==> src/rtl/uart_cmd_rx_pkg.sv <==
// rtl/uart_cmd_rx_pkg.sv - shared definitions for the debug UART command parser
//
// Purpose : parser state encoding, ASCII constants and the ASCII-to-nibble
//           helper shared by uart_hex_decode and uart_cmd_rx.
// Ports   : none (package).

package uart_cmd_rx_pkg;

  typedef enum logic [2:0] {
    ST_IDLE  = 3'd0,
    ST_WREG  = 3'd1,
    ST_COLON = 3'd2,
    ST_DATA  = 3'd3,
    ST_TERM  = 3'd4,
    ST_RREG  = 3'd5,
    ST_RTERM = 3'd6,
    ST_ERR   = 3'd7
  } state_e;

  localparam logic [7:0] ASCII_CR    = 8'h0D;
  localparam logic [7:0] ASCII_LF    = 8'h0A;
  localparam logic [7:0] ASCII_COLON = 8'h3A;
  localparam logic [7:0] ASCII_W     = 8'h57;
  localparam logic [7:0] ASCII_R     = 8'h52;
  localparam logic [7:0] ASCII_SPACE = 8'h20;

  // Returns {valid, nib}. Upper and lower case hex letters share the same low
  // nibble offset ('A'=0x41, 'a'=0x61), so one add covers both.
  function automatic logic [4:0] fn_ascii2nib(input logic [7:0] c);
    logic [4:0] r;
    r = 5'd0;
    if (c >= 8'h30 && c <= 8'h39) begin
      r = {1'b1, c[3:0]};
    end else if ((c >= 8'h41 && c <= 8'h46) || (c >= 8'h61 && c <= 8'h66)) begin
      r = {1'b1, c[3:0] + 4'd9};
    end
    return r;
  endfunction

endpackage

==> src/rtl/uart_hex_decode.sv <==
// rtl/uart_hex_decode.sv - combinational ASCII character classifier
//
// Purpose : classifies one received byte for the command parsers.
// Ports   : i_char     in  8  byte to classify
//           o_is_hex   out 1  '0'-'9', 'A'-'F', 'a'-'f'
//           o_nib      out 4  hex value (0 when not a hex digit)
//           o_is_reg   out 1  register digit '0'-'3'
//           o_is_term  out 1  line terminator CR or LF

module uart_hex_decode
  import uart_cmd_rx_pkg::*;
(
  input  logic [7:0] i_char,
  output logic       o_is_hex,
  output logic [3:0] o_nib,
  output logic       o_is_reg,
  output logic       o_is_term
);

  assign {o_is_hex, o_nib} = fn_ascii2nib(i_char);
  assign o_is_reg  = (i_char >= 8'h30) && (i_char <= 8'h33);
  assign o_is_term = (i_char == ASCII_CR) || (i_char == ASCII_LF);

endmodule

==> src/rtl/uart_cmd_rx.sv <==
// rtl/uart_cmd_rx.sv - debug UART command line parser ("W<r>:<hex>" / "R<r>")
//
// Purpose : decodes ASCII write/read command lines from the UART receiver into
//           single-cycle strobes for the sequencer register file.
// Ports   : clk         in  1         clock
//           rst         in  1         synchronous active-high reset
//           i_rx_data   in  8         received byte, valid with i_rx_valid
//           i_rx_valid  in  1         one-cycle strobe per byte
//           o_wr_stb    out 1         write command strobe
//           o_wr_reg    out 2         register index of last write/read
//           o_wr_data   out DP_WIDTH  payload of last write
//           o_rd_stb    out 1         read command strobe
//           o_err       out 1         syntax/timeout error strobe
//           o_busy      out 1         command partially received
// Option  : UART_CMD_TIMEOUT_EN adds an inter-byte timeout of TIMEOUT_CYC clocks.

module uart_cmd_rx
  import uart_cmd_rx_pkg::*;
#(
  parameter int DP_WIDTH    = 16,
  parameter int TIMEOUT_CYC = 1000000
) (
  input  logic                clk,
  input  logic                rst,
  input  logic [7:0]          i_rx_data,
  input  logic                i_rx_valid,
  output logic                o_wr_stb,
  output logic [1:0]          o_wr_reg,
  output logic [DP_WIDTH-1:0] o_wr_data,
  output logic                o_rd_stb,
  output logic                o_err,
  output logic                o_busy
);

  localparam int NUM_NIB = DP_WIDTH / 4;
  localparam int CNT_W   = $clog2(NUM_NIB + 1);
  localparam logic [CNT_W-1:0] LAST_NIB = CNT_W'(NUM_NIB - 1);

  // The shift register splice below needs at least two nibbles.
  if ((DP_WIDTH % 4) != 0 || DP_WIDTH < 8) begin : g_bad_width
    $error("uart_cmd_rx: DP_WIDTH must be a multiple of 4 and at least 8");
  end
  if (TIMEOUT_CYC < 1) begin : g_bad_timeout
    $error("uart_cmd_rx: TIMEOUT_CYC must be at least 1");
  end

  state_e               state_q, state_d;
  logic [1:0]           idx_q, idx_d;
  logic [DP_WIDTH-1:0]  shift_q, shift_d;
  logic [CNT_W-1:0]     cnt_q, cnt_d;
  logic                 wr_stb_q, wr_stb_d;
  logic                 rd_stb_q, rd_stb_d;
  logic                 err_q, err_d;
  logic [1:0]           wr_reg_q, wr_reg_d;
  logic [DP_WIDTH-1:0]  wr_data_q, wr_data_d;

  logic       is_hex;
  logic [3:0] nib;
  logic       is_reg;
  logic       is_term;
  logic       is_w;
  logic       is_r;
  logic       is_colon;
  logic       is_space;
  logic       go_err;
  logic       timeout_hit;

  uart_hex_decode u_hex_decode (
    .i_char    (i_rx_data),
    .o_is_hex  (is_hex),
    .o_nib     (nib),
    .o_is_reg  (is_reg),
    .o_is_term (is_term)
  );

  // Setting bit 5 folds upper case onto lower case for the command letters.
  assign is_w     = (i_rx_data | 8'h20) == (ASCII_W | 8'h20);
  assign is_r     = (i_rx_data | 8'h20) == (ASCII_R | 8'h20);
  assign is_colon = (i_rx_data == ASCII_COLON);
  assign is_space = (i_rx_data == ASCII_SPACE);

`ifdef UART_CMD_TIMEOUT_EN
  localparam int TO_W = $clog2(TIMEOUT_CYC + 1);
  localparam logic [TO_W-1:0] TO_MAX = TO_W'(TIMEOUT_CYC);

  logic [TO_W-1:0] to_q, to_d;

  always_comb begin
    to_d = to_q;
    if (i_rx_valid || state_q == ST_IDLE) begin
      to_d = '0;
    end else if (to_q != TO_MAX) begin
      to_d = to_q + TO_W'(1);
    end
  end

  assign timeout_hit = (state_q != ST_IDLE) && (to_q == TO_MAX);

  always_ff @(posedge clk) begin
    if (rst) begin
      to_q <= '0;
    end else begin
      to_q <= to_d;
    end
  end
`else
  assign timeout_hit = 1'b0;
`endif

  always_comb begin
    state_d   = state_q;
    idx_d     = idx_q;
    shift_d   = shift_q;
    cnt_d     = cnt_q;
    wr_stb_d  = 1'b0;
    rd_stb_d  = 1'b0;
    err_d     = 1'b0;
    wr_reg_d  = wr_reg_q;
    wr_data_d = wr_data_q;
    go_err    = 1'b0;

    if (i_rx_valid) begin
      case (state_q)
        ST_IDLE: begin
          if (is_w) begin
            state_d = ST_WREG;
          end else if (is_r) begin
            state_d = ST_RREG;
          end else if (!(is_term || is_space)) begin
            go_err = 1'b1;
          end
        end
        ST_WREG: begin
          if (is_reg) begin
            idx_d   = i_rx_data[1:0];
            state_d = ST_COLON;
          end else begin
            go_err = 1'b1;
          end
        end
        ST_COLON: begin
          if (is_colon) begin
            shift_d = '0;
            cnt_d   = '0;
            state_d = ST_DATA;
          end else begin
            go_err = 1'b1;
          end
        end
        ST_DATA: begin
          if (is_hex) begin
            shift_d = {shift_q[DP_WIDTH-5:0], nib};
            cnt_d   = cnt_q + CNT_W'(1);
            if (cnt_q == LAST_NIB) begin
              state_d = ST_TERM;
            end
          end else begin
            go_err = 1'b1;
          end
        end
        ST_TERM: begin
          // Payload reaches the outputs only here, once the line is complete.
          if (is_term) begin
            wr_stb_d  = 1'b1;
            wr_reg_d  = idx_q;
            wr_data_d = shift_q;
            state_d   = ST_IDLE;
          end else begin
            go_err = 1'b1;
          end
        end
        ST_RREG: begin
          if (is_reg) begin
            idx_d   = i_rx_data[1:0];
            state_d = ST_RTERM;
          end else begin
            go_err = 1'b1;
          end
        end
        ST_RTERM: begin
          if (is_term) begin
            rd_stb_d = 1'b1;
            wr_reg_d = idx_q;
            state_d  = ST_IDLE;
          end else begin
            go_err = 1'b1;
          end
        end
        ST_ERR: begin
          // Swallow the rest of the bad line; the error was already flagged.
          if (is_term) begin
            state_d = ST_IDLE;
          end
        end
        default: begin
          state_d = ST_IDLE;
        end
      endcase
    end

    if (go_err) begin
      state_d = ST_ERR;
      err_d   = 1'b1;
    end

    // A timeout abandons the line; a byte landing on that same cycle is dropped
    // with it. Leaving stErr this way is silent since the error was reported.
    if (timeout_hit) begin
      state_d  = ST_IDLE;
      wr_stb_d = 1'b0;
      rd_stb_d = 1'b0;
      err_d    = (state_q != ST_ERR);
    end
  end

  always_ff @(posedge clk) begin
    if (rst) begin
      state_q   <= ST_IDLE;
      idx_q     <= 2'd0;
      shift_q   <= '0;
      cnt_q     <= '0;
      wr_stb_q  <= 1'b0;
      rd_stb_q  <= 1'b0;
      err_q     <= 1'b0;
      wr_reg_q  <= 2'd0;
      wr_data_q <= '0;
    end else begin
      state_q   <= state_d;
      idx_q     <= idx_d;
      shift_q   <= shift_d;
      cnt_q     <= cnt_d;
      wr_stb_q  <= wr_stb_d;
      rd_stb_q  <= rd_stb_d;
      err_q     <= err_d;
      wr_reg_q  <= wr_reg_d;
      wr_data_q <= wr_data_d;
    end
  end

  assign o_wr_stb  = wr_stb_q;
  assign o_rd_stb  = rd_stb_q;
  assign o_err     = err_q;
  assign o_wr_reg  = wr_reg_q;
  assign o_wr_data = wr_data_q;
  assign o_busy    = (state_q != ST_IDLE);

endmodule
==> config.mk <==
export PLATFORM = sky130hd
export DESIGN_NAME = uart_cmd_rx
export DESIGN_NICKNAME = d
export VERILOG_FILES = /design/src/rtl/uart_cmd_rx_pkg.sv /design/src/rtl/uart_hex_decode.sv /design/src/rtl/uart_cmd_rx.sv
export SDC_FILE = /design/constraint.sdc
export NUM_CORES = 1
export LEC_CHECK = 0
export BUFFER_PORTS_ARGS = -buffer_cell sky130_fd_sc_hd__buf_2
export CAP_MARGIN = 10
export CELL_PAD_IN_SITES_DETAIL_PLACEMENT = 0
export CELL_PAD_IN_SITES_GLOBAL_PLACEMENT = 1
export CORE_MARGIN = 5
export CORE_UTILIZATION = 40
export CTS_CLUSTER_DIAMETER = 100
export CTS_CLUSTER_SIZE = 25
export DETAILED_ROUTE_END_ITERATION = 10
export GPL_TIMING_DRIVEN = 0
export PLACE_DENSITY_LB_ADDON = 0.1
export RECOVER_POWER = 100
export SLEW_MARGIN = 0
export SYNTH_ARGS = -nofsm -noshare
export SYNTH_HDL_FRONTEND = slang
export SYNTH_HIERARCHICAL = 1
export SYNTH_SLANG_ARGS = --single-unit
==> constraint.sdc <==
create_clock -name clk -period 7.2 [get_ports clk]
set_input_delay 1.44 -clock clk [delete_from_list [all_inputs] [get_ports clk]]
set_output_delay 1.44 -clock clk [all_outputs]
set_load 0.01 [all_outputs]
==> metrics.yaml, run 1 <==
die_h_um: 82.9
yosysUniqueCellTypes: 41
grt_pass1_vias: 1730
critPathTopFamily: "compound AO/OA/AOI/OAI gates"
p_clk_share_pct: 29.6
synthArstFlopShare_pct: 0
crit_top_cell: "nor3b_1"
synth_top_family_by_area: "simple AND/OR/NAND/NOR gates"
drive_gt1_share_pct: 9.09
ant_nets: 0
synth-main-ff-cell: "dfxtp_1"
crit_slowest_cell: "a311oi_1"
core_area_um2: 5140
pwr-share-seq_pct: 41.9
fp-row-count: 26
ys_top_cells_by_area: "dfxtp_1 42%, nand2_1 10%, a21oi_1 9.0%, nand3_1 4.7%, ha_1 3.5%"
wl_per_cell_um: 13.4
cp.arrival_ns: 4.42
regToRegSetupSlack_ns: 5.04
synth_fa_ha_area_share_pct: 3.54
cpPeakStageDelay_ns: 0.56
synth-edff-count: 0
status: "complete, no violations"
min_period_ns: 4.19
grt_max_degree: 15
grt_pass1_wl_um: 8210
syn_area_per_cell_um2: 8.23
avgViaCountPerCell: 5.03
p_int_uw: 431
grtUsageTotal_pct: 14.4
synth_simple_gate_area_share_pct: 27.9
ff2ff_path_depth: 7
overflow: 0
worstPathBufferInverterCount: 2
die_area_um2: 6860
syn_to_final_growth_pct: 14.6
final_area_um2: 2430
dr.pass1.iters: 4
path_depth: 11
whs_path_depth: 2
synth_compound_area_share_pct: 17.6
syn-cell-area_um2: 2120
synth_mux_area_share_pct: 2.89
diodes: 0
end_kind: "register"
synth_top_area_share_pct: 42.4
skew_ns: 0.00849
synth_top_cell_by_area: "dfxtp_1"
swShare_pct: 32.7
setup_tns_ns: 0
nets: 313
clkLatencyLatePin_ns: 0.29
vdd_drop_max_v: 0.000111
maxCapViolations: 0
slew_headroom_pct: 58.6
root_buffer: "clkbuf_8"
critPathMaxFanout: 9
max_freq_ghz: 0.239
yosysMostFrequentCell: "nand2_1"
wirelength_um: 4930
holdPathEnd: "shift_q[12]"
seq_area_um2: 901
cts_resized: 0
syn_inst: 258
hold_viol: 0
seq_area_frac_synth_pct: 42.4
switching_power_uw: 210
drtIter0Drc: 71
worstMarginPinSlew_ns: 0.616
hpwl_um: 3620
yosys_warnings: 6
numCtsBuffers: 5
synth-xor-area-share_pct: 0.412
hold_start: "shift_q[12]"
rsz0062_at_grt: "no"
vias: 1847
io_buffer_count: 31
power.density_nw_per_um2: 264
antenna_found_initial: 0
finalSetupViolCount: 0
cts_tree: "built"
cp.required_ns: 7.43
r2r_end: "o_wr_data[12]"
die_x_um: 82.9
clock-sinks: 45
routabilityCongestion: 0.818
crit_type: "in2reg"
placed_area_um2: 2370
comb_power_share_pct: 28.5
cts_buffer_depth: 2
ioPinCount: 33
reg2reg_from: "state_q[2]"
nFillCells: 580
leakagePower_nw: 0.852
drc: 0
hp-class: "reg2reg"
multi_input_area_um2: 1100
htreeDepth: 2
postCtsSetupRepairBufs: 0
start_util_pct: 41.3
path_clk_slew_ns: 0.09
finalCritPeriodShare_pct: 58.2
critPathLaunchType: "input port"
ys_ff_latch: 45
cts_hold_buf: 0
synthTopCellsByCount: "57 x nand2_1, 45 x dfxtp_1, 38 x a21oi_1, 20 x nand3_1, 12 x nor2_1"
worstPathCellList: "clkbuf_1, inv_1, ha_1, nor3b_1, a311oi_1, or2_2, nor3b_1, o21ai_0, nand4b_4, or4_1, a31oi_1"
synth_nets: 275
slew_violations: 0
## power groups by stage
stage | logic, mW | clock network [mW] | registers (mW)
after detailed placement | 0.187 | 0 | 0.274
final | 0.183 | 0.190 | 0.269
after global routing | 0.203 | 0.204 | 0.270
after CTS | 0.188 | 0.195 | 0.268
after floorplan | 0.141 | 0 | 0.272
after global placement | 0.188 | 0 | 0.275
## per-layer routing
| metal | wire length, um | GRT usage, % | share of wire [%] | vias up |
|---|---|---|---|---|
| met5 | 0 | 0 | 0 | - |
| met4 | 61 | 4.01 | 1.2 | 0 |
| met3 | 188 | 4.06 | 3.8 | 6 |
| met2 | 2040 | 21.6 | 41 | 25 |
| met1 | 2640 | 20.0 | 53 | 838 |
| li1 | - | - | - | 978 |
## logic make-up after synthesis
family	count (synthesis)
XOR/XNOR	1
AO/OA/AOI/OAI	59
AND/OR/NAND/NOR	117
adder cells (fa/ha/maj)	6
buffers and inverters	24
multiplexers	6
flip-flops	45
## through the flow
step / cells / worst slack [ns] / utilization [%] / hold slack (ns) / total power [mW]
after floorplan: 258 / 3.58 / - / 0.432 / 0.412
after global placement: 359 / 3.12 / 46.0 / 0.441 / 0.463
after detailed placement: 359 / 3.08 / 46.0 / 0.444 / 0.460
after CTS: 367 / 3.40 / 48.2 / 0.456 / 0.652
after global routing: 367 / 2.76 / 47.3 / 0.479 / 0.678
final: 367 / 3.01 / 47.3 / 0.457 / 0.641
## layout make-up
cell class              count  area share, %
repair buffers             31           5.09
inverters                   7           1.08
plain buffers              17           3.50
clock inverters             2           1.59
well taps                  70           3.60
clock buffers               6           2.98
multi-input cells         189           45.1
flip-flops and latches     45           37.0
## placed cells by master (no fill, tap or decap), types with 6 or more instances in the layout
cell      Yosys  routed
a21oi_1      38      38
ha_1          6       6
nand3_1      20      20
clkbuf_1     11      37
buf_2         2       8
nand2_1      57      57
inv_1         7       7
dfxtp_1      45      45
nor2_1       12      12
## how the worst max path moves through the flow
stage                 startpoint    endpoint  slack [ns]
floorplan           i_rx_data[7]  state_q[0]        3.58
global placement    i_rx_data[0]  state_q[0]        3.12
detailed placement  i_rx_data[0]  state_q[0]        3.08
CTS                 i_rx_data[0]  state_q[0]        3.40
global route        i_rx_data[0]  state_q[0]        2.76
finish              i_rx_data[0]  state_q[0]        3.01
## worst min-delay path, cell delays in order (launching register included)
cell     delay, ns
dfxtp_1       0.32
nand2_1       0.05
a21oi_1       0.05
(Power assumes the default switching activity.)
==> run 2: changes to the inputs <==
==> constraint.sdc (replaced) <==
create_clock -name clk -period 4.2 [get_ports clk]
set_input_delay 0.84 -clock clk [delete_from_list [all_inputs] [get_ports clk]]
set_output_delay 0.84 -clock clk [all_outputs]
set_load 0.01 [all_outputs]
==> run 2 against run 1 <==
Clock power up 71%. Utilization about the same. Sequential power up 71%. Register-to-register slack worse by 3.0 ns. Setup slack worse by 2.2 ns. Largest cell class unchanged. Critical path depth unchanged. Global-route usage unchanged.
==> metrics.yaml, run 2 (synthesized netlist as in run 1, its figures left out) <==
vdd_drop_max_v: 0.000191  # +71%
maxCapViolations: 0  # unchanged
worstMarginPinSlew_ns: 0.616  # unchanged
cts_resized: 0  # unchanged
drtIter0Drc: 71  # unchanged
cp.arrival_ns: 3.57  # -0.85 ns
critPathLaunchType: "input port"
root_buffer: "clkbuf_8"
worst_slack_ns: 0.851  # -2.16 ns
antenna_found_initial: 0  # unchanged
power.density_nw_per_um2: 452  # +71%
slew_violations: 0  # unchanged
overflow: 0  # unchanged
start_util_pct: 41.3  # unchanged
drive_gt1_share_pct: 9.43  # +0.34 points
setup_tns_ns: 0  # unchanged
hp-class: "reg2reg"
grt_pass1_vias: 1730  # unchanged
rsz0062_at_grt: "no"
ant_nets: 0  # unchanged
final_common_cell: "nand2_1"
finalSetupViolCount: 0  # unchanged
wl_per_cell_um: 13.4  # about the same
slew_headroom_pct: 58.6  # unchanged
max_freq_ghz: 0.299
crit_type: "in2reg"
clock-sinks: 45  # unchanged
die_area_um2: 6860  # unchanged
routabilityCongestion: 0.818  # unchanged
fp-row-count: 26  # unchanged
final_cell_mix: "57 x nand2_1, 45 x dfxtp_1, 38 x a21oi_1, 36 x clkbuf_1, 20 x nand3_1"
clkLatencyLatePin_ns: 0.29  # about the same
postCtsSetupRepairBufs: 0  # unchanged
skew_ns: 0.00849  # unchanged
syn_to_final_growth_pct: 14.7  # about the same
path_clk_slew_ns: 0.09  # about the same
end_kind: "register"
grt_max_degree: 15  # unchanged
die_x_um: 82.9  # unchanged
avgViaCountPerCell: 5.03  # unchanged
hpwl_um: 3620  # unchanged
drc: 0  # unchanged
cts_hold_buf: 0  # unchanged
hold_viol: 0  # unchanged
critPathMaxFanout: 9  # unchanged
p_total_mw: 1.10  # +71%
grt_pass1_wl_um: 8210  # unchanged
cp.required_ns: 4.43  # -3.00 ns
status: "complete, no violations"
htreeDepth: 2  # unchanged
min_period_ns: 3.35
finalCritPeriodShare_pct: 79.7
leakagePower_nw: 0.855  # +0.32%
vias: 1847  # unchanged
numCtsBuffers: 5  # unchanged
cts_tree: "built"
grtUsageTotal_pct: 14.4  # unchanged
place_ws_ns: 0.679  # -2.40 ns
core_area_um2: 5140  # unchanged
nets: 313  # unchanged
diodes: 0  # unchanged
die_h_um: 82.9  # unchanged
io_buffer_count: 31  # unchanged
cts_buffer_depth: 2  # unchanged
dr.pass1.iters: 4  # unchanged
wirelength_um: 4930  # about the same
ioPinCount: 33  # unchanged
[run 2: changes by cell type in the layout (fill, tap and decap cells not counted)]
cell,before,now
buf_2,8,9
clkbuf_1,37,36
[run 2: worst max-delay path, cell delays in order]
cell	delay [ns]
buf_2	0.21
inv_1	0.12
ha_1	0.22
nor3b_1	0.15
a311oi_1	0.56
or2_2	0.23
nor3b_1	0.04
o21ai_0	0.44
nand4b_4	0.18
or4_1	0.42
a31oi_1	0.17
[run 2: routing by layer]
layer  wire (um)  vias up  GRT usage, %
met5           0        -             0
met4          61        0          4.01
met3         188        6          4.06
li1            -      978             -
met2        2040       25          21.6
met1        2640      838          20.0
[run 2: per-stage QoR]
stage | cell area (um^2) | util, % | std cells | hold slack [ns]
2_1_floorplan | 2120 | - | 258 | 0.432
3_3_place_gp | 2370 | 46.0 | 359 | 0.441
3_5_place_dp | 2370 | 46.0 | 359 | 0.444
4_1_cts | 2480 | 48.2 | 367 | 0.456
5_1_grt | 2430 | 47.4 | 367 | 0.479
6_report | 2430 | 47.4 | 367 | 0.457
[run 2: cell type report]
type / instances / area (um^2)
plain buffers: 17 / 85.1
clock inverters: 2 / 38.8
well taps: 70 / 87.6
fillers: 580 / 2710
repair buffers: 31 / 125
inverters: 7 / 26.3
clock buffers: 6 / 72.6
flip-flops and latches: 45 / 901
multi-input cells: 189 / 1100
[run 2: worst paths after layout]
kind,start,endpoint,slack (ns),cells after the start
worst max-delay path,i_rx_data[0],state_q[0],0.85,11
worst min-delay path,shift_q[12],shift_q[12],0.46,2
worst max register to register,state_q[2],o_wr_data[12],2.04,7
worst min register to register,shift_q[12],shift_q[12],0.46,2
[run 2: report_power, final]
part / switching, mW / internal [mW]
Combinational: 0.195 / 0.118
Sequential: 0.0176 / 0.443
Clock: 0.147 / 0.179
Total: 0.360 / 0.740
==> run 3: changes to the inputs <==
--- a/config.mk
+++ b/config.mk
@@ -10,7 +10,7 @@
 export CELL_PAD_IN_SITES_DETAIL_PLACEMENT = 0
 export CELL_PAD_IN_SITES_GLOBAL_PLACEMENT = 1
 export CORE_MARGIN = 5
-export CORE_UTILIZATION = 40
+export CORE_UTILIZATION = 37
 export CTS_CLUSTER_DIAMETER = 100
 export CTS_CLUSTER_SIZE = 25
 export DETAILED_ROUTE_END_ITERATION = 10
==> constraint.sdc (replaced) <==
create_clock -name clk -period 2.95 [get_ports clk]
set_input_delay 0.59 -clock clk [delete_from_list [all_inputs] [get_ports clk]]
set_output_delay 0.59 -clock clk [all_outputs]
set_load 0.01 [all_outputs]
==> run 3 against run 2 <==
Die area is 7.1% higher. Non-clock buffer count is 2 lower. Via count is 0.60% higher. Sequential cell count stayed put. Critical path depth stayed put. Clock skew is 0.0017 ns lower. Clock power is 44% higher. Clock-buffer cell count stayed put. Utilization is 3.1 points lower. Critical path type unchanged. Largest power group unchanged. Power is 44% higher. Sequential share of layout area is 0.30 points lower.
==> metrics.yaml, run 3 (synthesized netlist as in run 1, its figures left out) <==
switching_power_uw: 532  # +48%
syn_to_final_growth_pct: 15.6
cts_hold_buf: 0  # unchanged
p_total_mw: 1.59  # +44%
worstPathBufferInverterCount: 2  # unchanged
clock-sinks: 45  # unchanged
htreeDepth: 2  # unchanged
comb_power_share_pct: 29.3  # +0.8 points
grtUsageTotal_pct: 14.5  # +0.14 points
cp.required_ns: 3.17  # -1.26 ns
start_util_pct: 38.3  # -3.0 points
power.density_nw_per_um2: 647  # +43%
maxCapViolations: 0  # unchanged
wirelength_met1_um: 2690  # +2.1%
nets: 311  # -0.64%
grt_pass1_wl_um: 8580  # +4.5%
dr.pass1.iters: 5  # +1
worstMarginPinSlew_ns: 0.516  # -0.100 ns
wl_per_cell_um: 14.0  # +4.0%
crit_slowest_cell: "a311oi_2"
rsz0062_at_grt: "no"
dp_cells: 361  # +0.56%
drive_gt1_share_pct: 11.5  # +2.1 points
final_cell_mix: "57 x nand2_1, 45 x dfxtp_1, 38 x a21oi_1, 33 x clkbuf_1, 20 x nand3_1"
grt_max_degree: 15  # unchanged
hold-worst-slack_ns: 0.456  # -0.00161 ns
ant_nets: 0  # unchanged
crit_top_cell: "nor3b_1"
min_period_ns: 2.71
drtIter0Drc: 154  # +120%
clkLatencyLatePin_ns: 0.30  # about the same
antenna_found_initial: 0  # unchanged
end_kind: "register"
leakagePower_nw: 0.861  # +0.73%
hpwl_um: 3740  # +3.2%
drc: 0  # unchanged
ioPinCount: 33  # unchanged
top_layer_used: "met4"
finalCritPeriodShare_pct: 91.8
slew_headroom_pct: 65.5  # +6.9 points
wl_met2_um: 2130  # +4.3%
numCtsBuffers: 5  # unchanged
hold_viol: 0  # unchanged
crit_type: "in2reg"
cp.arrival_ns: 2.93  # -0.64 ns
cts_buffer_depth: 2  # unchanged
vias: 1858  # +0.60%
pwr-share-seq_pct: 41.2  # -0.7 points
grt_pass1_vias: 1755  # +1.4%
fp-row-count: 27  # +3.8%
status: "complete, no violations"
skew_ns: 0.00679  # -0.00170 ns
p_int_mw: 1.06  # +43%
avgViaCountPerCell: 5.06  # +0.60%
die_area_um2: 7350  # +7.1%
critPathMaxFanout: 9  # unchanged
core_area_um2: 5540  # +7.8%
finalSetupViolCount: 0  # unchanged
die_x_um: 85.8  # +3.5%
slew_violations: 0  # unchanged
final_area_um2: 2450  # +0.82%
overflow: 0  # unchanged
hp-class: "reg2reg"
worstPathCellList: "buf_2, inv_1, ha_1, nor3b_1, a311oi_2, or2_2, nor3b_1, o21ai_2, nand4b_4, or4_1, a31oi_1"
vdd_drop_max_v: 0.000186  # -2.6%
cts_tree: "built"
cpPeakStageDelay_ns: 0.42  # -0.14 ns
placed_area_um2: 2370  # +0.11%
swShare_pct: 33.5  # +0.79 points
stdcell_count: 367  # unchanged
met3WireLength_um: 246  # +31%
wirelength_um: 5130  # +4.0%
final_common_cell: "nand2_1"
diodes: 0  # unchanged
p_clk_share_pct: 29.5  # about the same
critPathTopFamily: "simple AND/OR/NAND/NOR gates"
die_h_um: 85.8  # +3.5%
max_freq_ghz: 0.369
routabilityCongestion: 0.817  # about the same
critPathLaunchType: "input port"
root_buffer: "clkbuf_8"
postCtsSetupRepairBufs: 0  # unchanged
regToRegSetupSlack_ns: 0.74  # -1.30 ns
path_clk_slew_ns: 0.08  # about the same
io_buffer_count: 31  # unchanged
-- run 3: changes by cell type in the layout (fill, tap and decap cells not counted), sizes merged --
| cell | change |
|---|---|
| clkbuf | -3 |
| buf | +1 |
-- run 3: worst paths after layout --
kind / from / cells past startpoint / end
setup / recovery: i_rx_data[0] / 11 / state_q[0]
setup reg to reg: state_q[2] / 7 / o_wr_data[11]
hold / removal: cnt_q[2] / 2 / cnt_q[2]
hold reg to reg: cnt_q[2] / 2 / cnt_q[2]
-- run 3: tightest hold or removal path, delay by kind of cell (launching register included) --
kind / cells / cell delay (ns)
flops: 1 / 0.31
compound gates: 1 / 0.05
simple gates: 1 / 0.05
-- run 3: power groups by stage --
stage	clock network [mW]	logic, mW	registers, mW
2_1_floorplan	0	0.343	0.663
3_3_place_gp	0	0.467	0.668
3_5_place_dp	0	0.462	0.668
4_1_cts	0.481	0.466	0.655
5_1_grt	0.509	0.518	0.660
6_report	0.468	0.465	0.654
-- run 3: metrics by stage --
step                      util (%)  setup TNS [ns]  setup WS [ns]
final                         44.3               0          0.242
after global routing          44.3               0         0.0335
after CTS                     44.8               0         0.0592
after detailed placement      42.8           -3.80         -0.325
after global placement        42.8           -3.66         -0.274
after floorplan                  -               0          0.184
-- run 3: area by class of cell --
type	instances	area, um^2
fill	629	3090
clock inverter	2	38.8
clock buffer	6	72.6
inverter	7	26.3
multi-input combinational	189	1120
buffer	15	77.6
tap	72	90.1
sequential	45	901
timing repair buffer	31	126
-- run 3: layer usage --
layer  global-route usage (%)  up-vias
met4                     3.45        0
met2                     21.2       33
met1                     21.7      850
met3                     2.98        5
met5                        0        -
li1                         -      970
-- run 3: repair_timing --
item                                   4_1_cts  5_1_grt
endpoints found under the hold margin        0        0
gates resized for setup                      1        3
pin swaps                                    0        0
setup endpoints to repair                    1       21
